### src/rtl/oflow_score_calc_pkg.sv
// rtl/oflow_score_calc_pkg.sv - shared types and defaults for the score-calculation engine
package oflow_score_calc_pkg;

    localparam int DEF_PE_NUM   = 8;
    localparam int DEF_COORD_W  = 11;
    localparam int DEF_SET_LEN  = 4;
    localparam int DEF_MAX_PREV = 32;

    typedef enum logic [2:0] {
        SC_IDLE,
        SC_READ,
        SC_DRAIN,
        SC_WRITE,
        SC_DONE
    } sc_state_t;

    typedef struct packed {
        logic [DEF_COORD_W-1:0] y;
        logic [DEF_COORD_W-1:0] x;
    } coord_pair_t;

endpackage

### src/rtl/oflow_score_calc_lane.sv
// rtl/oflow_score_calc_lane.sv - one lane: Manhattan distance and running minimum
module oflow_score_calc_lane #(
    parameter int COORD_W = 11,
    parameter int CAND_W  = 6,
    parameter int SCORE_W = COORD_W + 1
) (
    input  logic                 clk,
    input  logic                 reset_N,
    input  logic                 init,
    input  logic                 upd_en,
    input  logic [CAND_W-2:0]    cand_idx,
    input  logic [2*COORD_W-1:0] cur_xy,
    input  logic [2*COORD_W-1:0] prev_xy,
    output logic [SCORE_W-1:0]   best_score,
    output logic [CAND_W-2:0]    best_id
);

    logic [COORD_W-1:0] xc, yc, xp, yp, dx, dy;
    logic [SCORE_W-1:0] score;

    assign {yc, xc} = cur_xy;
    assign {yp, xp} = prev_xy;
    assign dx       = (xc >= xp) ? (xc - xp) : (xp - xc);
    assign dy       = (yc >= yp) ? (yc - yp) : (yp - yc);
    assign score    = SCORE_W'(dx) + SCORE_W'(dy);

    // strict less-than keeps the earliest candidate on ties
    always_ff @(posedge clk or negedge reset_N) begin
        if (!reset_N) begin
            best_score <= '1;
            best_id    <= '0;
        end else if (init) begin
            best_score <= '1;
            best_id    <= '0;
        end else if (upd_en && (score < best_score)) begin
            best_score <= score;
            best_id    <= cand_idx;
        end
    end

endmodule

### src/rtl/oflow_score_calc_engine.sv
// rtl/oflow_score_calc_engine.sv - streams previous-frame candidates through PE_NUM lanes, writes best matches
module oflow_score_calc_engine
    import oflow_score_calc_pkg::*;
#(
    parameter int PE_NUM   = DEF_PE_NUM,
    parameter int COORD_W  = DEF_COORD_W,
    parameter int SET_LEN  = DEF_SET_LEN,
    parameter int MAX_PREV = DEF_MAX_PREV,
    parameter int CAND_W   = $clog2(MAX_PREV + 1),
    parameter int SCORE_W  = COORD_W + 1
) (
    input  logic                          clk,
    input  logic                          reset_N,
    input  logic                          start_score_calc,
    input  logic [SET_LEN-1:0]            set_index,
    input  logic [CAND_W-1:0]             num_of_prev,
    input  logic [PE_NUM*2*COORD_W-1:0]   cur_set,
    input  logic [SCORE_W-1:0]            score_th,
    output logic                          prev_rd_en,
    output logic [CAND_W-2:0]             prev_rd_addr,
    input  logic [2*COORD_W-1:0]          prev_rd_data,
    output logic                          sb_wr_en,
    output logic [SET_LEN+$clog2(PE_NUM)-1:0] sb_wr_addr,
    output logic [SCORE_W-1:0]            sb_best_score,
    output logic [CAND_W-2:0]             sb_best_id,
    output logic                          sb_match,
    output logic                          done_score_calc,
    output logic                          busy
);

    localparam int LANE_W = $clog2(PE_NUM);

    sc_state_t                   state;
    logic [CAND_W-2:0]           rd_cnt, cand_q;
    logic [LANE_W-1:0]           wr_cnt;
    logic [SET_LEN-1:0]          set_q;
    logic [CAND_W-1:0]           n_q, n_eff;
    logic [PE_NUM*2*COORD_W-1:0] cur_q;
    logic [SCORE_W-1:0]          th_q;
    logic                        rd_vld, start_acc, wr_act;
    logic [SCORE_W-1:0]          lane_score [PE_NUM];
    logic [CAND_W-2:0]           lane_id    [PE_NUM];

    assign n_eff     = (num_of_prev > CAND_W'(MAX_PREV)) ? CAND_W'(MAX_PREV) : num_of_prev;
    // a start in DONE is honoured so the registration FSM can chain sets with no gap
    assign start_acc = start_score_calc && ((state == SC_IDLE) || (state == SC_DONE));

    always_ff @(posedge clk or negedge reset_N) begin
        if (!reset_N) begin
            state  <= SC_IDLE;
            rd_cnt <= '0;
            wr_cnt <= '0;
            set_q  <= '0;
            n_q    <= '0;
            cur_q  <= '0;
            rd_vld <= 1'b0;
            cand_q <= '0;
            th_q   <= '0;
        end else begin
            rd_vld <= (state == SC_READ);
            cand_q <= rd_cnt;
            th_q   <= score_th;
            case (state)
                SC_IDLE, SC_DONE: begin
                    if (start_acc) begin
                        set_q  <= set_index;
                        n_q    <= n_eff;
                        cur_q  <= cur_set;
                        rd_cnt <= '0;
                        wr_cnt <= '0;
                        state  <= (n_eff != '0) ? SC_READ : SC_WRITE;
                    end else begin
                        state  <= SC_IDLE;
                    end
                end
                SC_READ: begin
                    if ({1'b0, rd_cnt} == (n_q - CAND_W'(1))) state <= SC_DRAIN;
                    else                                       rd_cnt <= rd_cnt + 1'b1;
                end
                SC_DRAIN: state <= SC_WRITE;
                SC_WRITE: begin
                    if (wr_cnt == LANE_W'(PE_NUM - 1)) state <= SC_DONE;
                    else                               wr_cnt <= wr_cnt + 1'b1;
                end
                default: state <= SC_IDLE;
            endcase
        end
    end

    for (genvar i = 0; i < PE_NUM; i++) begin : g_lane
        oflow_score_calc_lane #(
            .COORD_W (COORD_W),
            .CAND_W  (CAND_W),
            .SCORE_W (SCORE_W)
        ) u_lane (
            .clk        (clk),
            .reset_N    (reset_N),
            .init       (start_acc),
            .upd_en     (rd_vld),
            .cand_idx   (cand_q),
            .cur_xy     (cur_q[2*COORD_W*(i+1)-1 -: 2*COORD_W]),
            .prev_xy    (prev_rd_data),
            .best_score (lane_score[i]),
            .best_id    (lane_id[i])
        );
    end

    assign wr_act          = (state == SC_WRITE);
    assign prev_rd_en      = (state == SC_READ);
    assign prev_rd_addr    = prev_rd_en ? rd_cnt : '0;
    assign sb_wr_en        = wr_act;
    assign sb_wr_addr      = wr_act ? {set_q, wr_cnt} : '0;
    assign sb_best_score   = wr_act ? lane_score[wr_cnt] : '0;
    assign sb_best_id      = wr_act ? lane_id[wr_cnt] : '0;
    assign sb_match        = wr_act && (n_q != '0) && (lane_score[wr_cnt] <= th_q);
    assign done_score_calc = (state == SC_DONE);
    assign busy            = (state != SC_IDLE);

endmodule

### config.mk
export PLATFORM = sky130hd
export DESIGN_NAME = oflow_score_calc_engine
export DESIGN_NICKNAME = d
export VERILOG_FILES = /design/src/rtl/oflow_score_calc_pkg.sv /design/src/rtl/oflow_score_calc_lane.sv /design/src/rtl/oflow_score_calc_engine.sv
export SDC_FILE = /design/constraint.sdc
export NUM_CORES = 2
export LEC_CHECK = 0
export CAP_MARGIN = 10
export CORE_ASPECT_RATIO = 0.75
export CORE_MARGIN = 3
export CORE_UTILIZATION = 61
export DETAILED_ROUTE_END_ITERATION = 10
export MAX_ROUTING_LAYER = met4
export PLACE_DENSITY = 0.82
export SLEW_MARGIN = 5
export SYNTH_ARGS = -nofsm -noshare
export SYNTH_HDL_FRONTEND = slang
export SYNTH_HIERARCHICAL = 1
export SYNTH_SLANG_ARGS = --single-unit
### constraint.sdc
create_clock -name clk -period 16.4 [get_ports clk]
set_input_delay 3.28 -clock clk [delete_from_list [all_inputs] [get_ports clk]]
set_output_delay 3.28 -clock clk [all_outputs]
set_load 0.05 [all_outputs]
==> run summary <==
reg2reg path depth = 20
via count = 32800
syn nets = 5289
final worst slack = 6.90 ns
row cnt = 77
Starting Density = 62.4%
Ports = 257
main area contributors after synthesis = ha_1 (18%), dfrtp_1 (17%), nand2_1 (6.9%), dfstp_2 (6.8%), inv_1 (6.2%)
WHS = 0.470 ns
cell area after synthesis = 0.0372 mm²
synth cell count leaders = nand2_1 (686), inv_1 (616), ha_1 (529)
cells resized by post-CTS repair = 0
drc violations = 0
Sink Count = 351
Antenna Nets Post-Route = 0
total wire length = 109000 µm
Critical Path RT = 16.90 ns
cell with the most instances after synthesis = nand2_1
leading area contributor after synthesis = ha_1
Root Driver = clkbuf_16
worst hold path startpoint = set_q[1]
DR iter-0 viols = 3148
dpl hpwl = 81000 µm
IO buf count = 256
RSZ-0062 raised after global routing = no
Syn Inst Count = 4497
# fillers = 4882
reg2reg start = cur_q[112]
area delta synth->final = 11.1%
Final nets = 5443
Avg Inst Size Synth = 8.27 µm²
clk_lat worst skew = 0.59 ns
Max Slew Vio Count = 0
slew margin rel. = 18.9%
Layout Cells excl Fill = 5475
pre-CTS WS = 6.57 ns
worst reg2reg setup slack = 10.01 ns
crit end category = flip-flop
placed cell count = 5398
DR WL/cell = 19.9 µm
minimum clock period after layout = 9.50 ns
Max H-tree Level = 2
Max-Cap Viols = 0
TNS Setup = 0 ns
area occupied by multi-input gates = 0.0250 mm²
register area share after synthesis = 23.9%
DR pass1 iterations = 6
Hold Vio Cnt, Final = 0
top_reg_cell synth = dfrtp_1
sequential cell area = 0.00890 mm²
RR Endpoint = g_lane[5].u_lane/best_id[0]
#FFs+latches synth = 351
CTS Buffer Depth = 3
Clk pin slew, worst setup/hold paths = 0.06 ns
GRT Total Usage = 34.4%
height of the die = 220 µm
die area = 0.0640 mm²
maximum fanout along the worst path = 17
CTS tree = done
Worst Hold End = set_q[1]
vias in the first global route = 31300
global route overflow = 0
number of library cell types mapped by synthesis = 107
Post-synth EDFFs = 0
Worst Hold Path Cells = 2
CORE AREA = 0.0596 mm²
initial antenna violation count = 4
synth warn = 6
Worst Path Arrival = 9.99 ns
Final setup viols = 0
routed vias/inst = 6.00
Worst setup SP type = input pin
Final period util = 57.9%
fmax = 105 MHz
Layout Skew = 0.0295 ns
Synth top area share = 17.8%
worst slew pin tran = 1.21 ns
worst hold path class = flip-flop to flip-flop
CTS Hold Bufs = 0
routability-driven placement congestion ratio = 1.00
asr flop ratio synth = 100%
largest net degree at the start of global routing = 111
Die Wd = 291 µm
wire length of the first global-routing pass = 171000 µm
critical path class = input pin to flip-flop
CTS Buf Count = 40
Setup Buffers After CTS = 0
layout cell share with drive strength beyond 1 = 7.15%
status = finished clean
-- layout make-up --
type | instances | share of cell area (%)
multi-input combinational | 3349 | 60.5
sequential | 351 | 21.5
timing repair buffer | 291 | 6.82
inverter | 618 | 5.62
clock buffer | 60 | 2.85
tap | 790 | 2.39
clock inverter | 14 | 0.227
antenna | 2 | 0.0121
-- metrics by stage --
stage,cell area [µm²],util [%]
final,41300,69.3
after global routing,41300,69.3
after CTS,41300,69.3
after detailed placement,40100,67.2
after global placement,40100,67.2
after floorplan,37200,-
-- flip-flops by register name, indices dropped and copies added, names as in the netlist, 3 cells and up --
name and cells:
state 3, cand_q 5, rd_cnt 5, set_q 4
th_q 12, cur_q 176, wr_cnt 3, g_lane.u_lane/best_score 96
n_q 6, g_lane.u_lane/best_id 40
-- cells in the final DEF (no fill, tap or decap), types with 16 or more instances in the layout --
master | netlist | layout
o22ai_1 | 36 | 36
o21ai_0 | 176 | 176
nor3_1 | 41 | 41
mux2i_1 | 128 | 128
o211ai_1 | 17 | 17
o21bai_1 | 54 | 54
nand2b_1 | 43 | 43
inv_1 | 616 | 615
o21a_1 | 38 | 38
mux2_2 | 23 | 23
nor2_1 | 153 | 153
a21o_1 | 123 | 123
xor2_1 | 86 | 86
o22a_1 | 55 | 55
and3_1 | 16 | 16
a21oi_1 | 321 | 321
o21ai_1 | 33 | 33
a211oi_1 | 44 | 44
nand2_1 | 686 | 685
dfrtp_1 | 255 | 254
nand3b_1 | 21 | 21
nand3_1 | 130 | 130
mux4_2 | 26 | 26
ha_1 | 529 | 529
fa_1 | 40 | 40
and2_1 | 38 | 38
nor2b_1 | 37 | 37
clkdlybuf4s50_1 | 0 | 253
clkbuf_16 | 0 | 42
a31oi_1 | 22 | 22
buf_4 | 7 | 35
xnor2_1 | 120 | 120
nand4_1 | 43 | 43
dfstp_2 | 96 | 96
-- kinds of logic (layout without fill, tap and decap cells) --
kind of cell	Yosys count	count (layout)	share of synthesized area, %
XOR/XNOR	206	206	4.85
AND/OR/NAND/NOR	1277	1277	15.7
multiplexers	194	194	6.58
other	0	2	0
buffers and inverters	797	983	8.85
AO/OA/AOI/OAI	1103	1103	20.2
adder cells (fa/ha/maj)	569	569	19.9
flip-flops	351	351	23.9
-- metal layers --
metal | wire [µm] | vias up | GRT usage (%) | part of all wire (%)
met2 | 44500 | 1362 | 48.5 | 41
met1 | 48600 | 15500 | 48.0 | 45
met3 | 12200 | 189 | 9.50 | 11
li1 | - | 15800 | - | -
met4 | 3630 | 0 | 10.6 | 3.3
met5 | 0 | - | - | 0
-- worst max-delay path, cell delays in order --
cell	delay, ns
clkdlybuf4s50_1	1.21
inv_1	0.11
ha_1	0.39
nand3_1	0.12
o31ai_1	0.61
buf_4	0.30
mux2_2	0.42
ha_1	0.30
a211oi_1	0.23
o21ai_0	0.21
a21o_1	0.25
a2111oi_0	0.37
nand3b_1	0.22
ha_1	0.28
a21oi_1	0.20
nor2b_1	0.08
o21ai_0	0.18
o2111ai_1	0.18
or3_1	0.72
o22a_1	0.33
-- worst max path at each step --
stage / startpoint / end / slack (ns) / depth (start not counted)
after floorplan: prev_rd_data[8] / g_lane[0].u_lane/best_score[10] / 8.29 / 21
after global routing: prev_rd_data[21] / g_lane[2].u_lane/best_id[4] / 6.64 / 20
final: prev_rd_data[21] / g_lane[2].u_lane/best_score[11] / 6.90 / 20
after detailed placement: prev_rd_data[5] / g_lane[5].u_lane/best_id[4] / 6.57 / 21
after global placement: prev_rd_data[5] / g_lane[5].u_lane/best_score[11] / 6.73 / 21
after CTS: prev_rd_data[21] / g_lane[2].u_lane/best_score[11] / 7.16 / 20
Power is left out: the tool's default activity adds up to more than one toggle a clock period on the data nets, which glitch-free logic cannot reach.
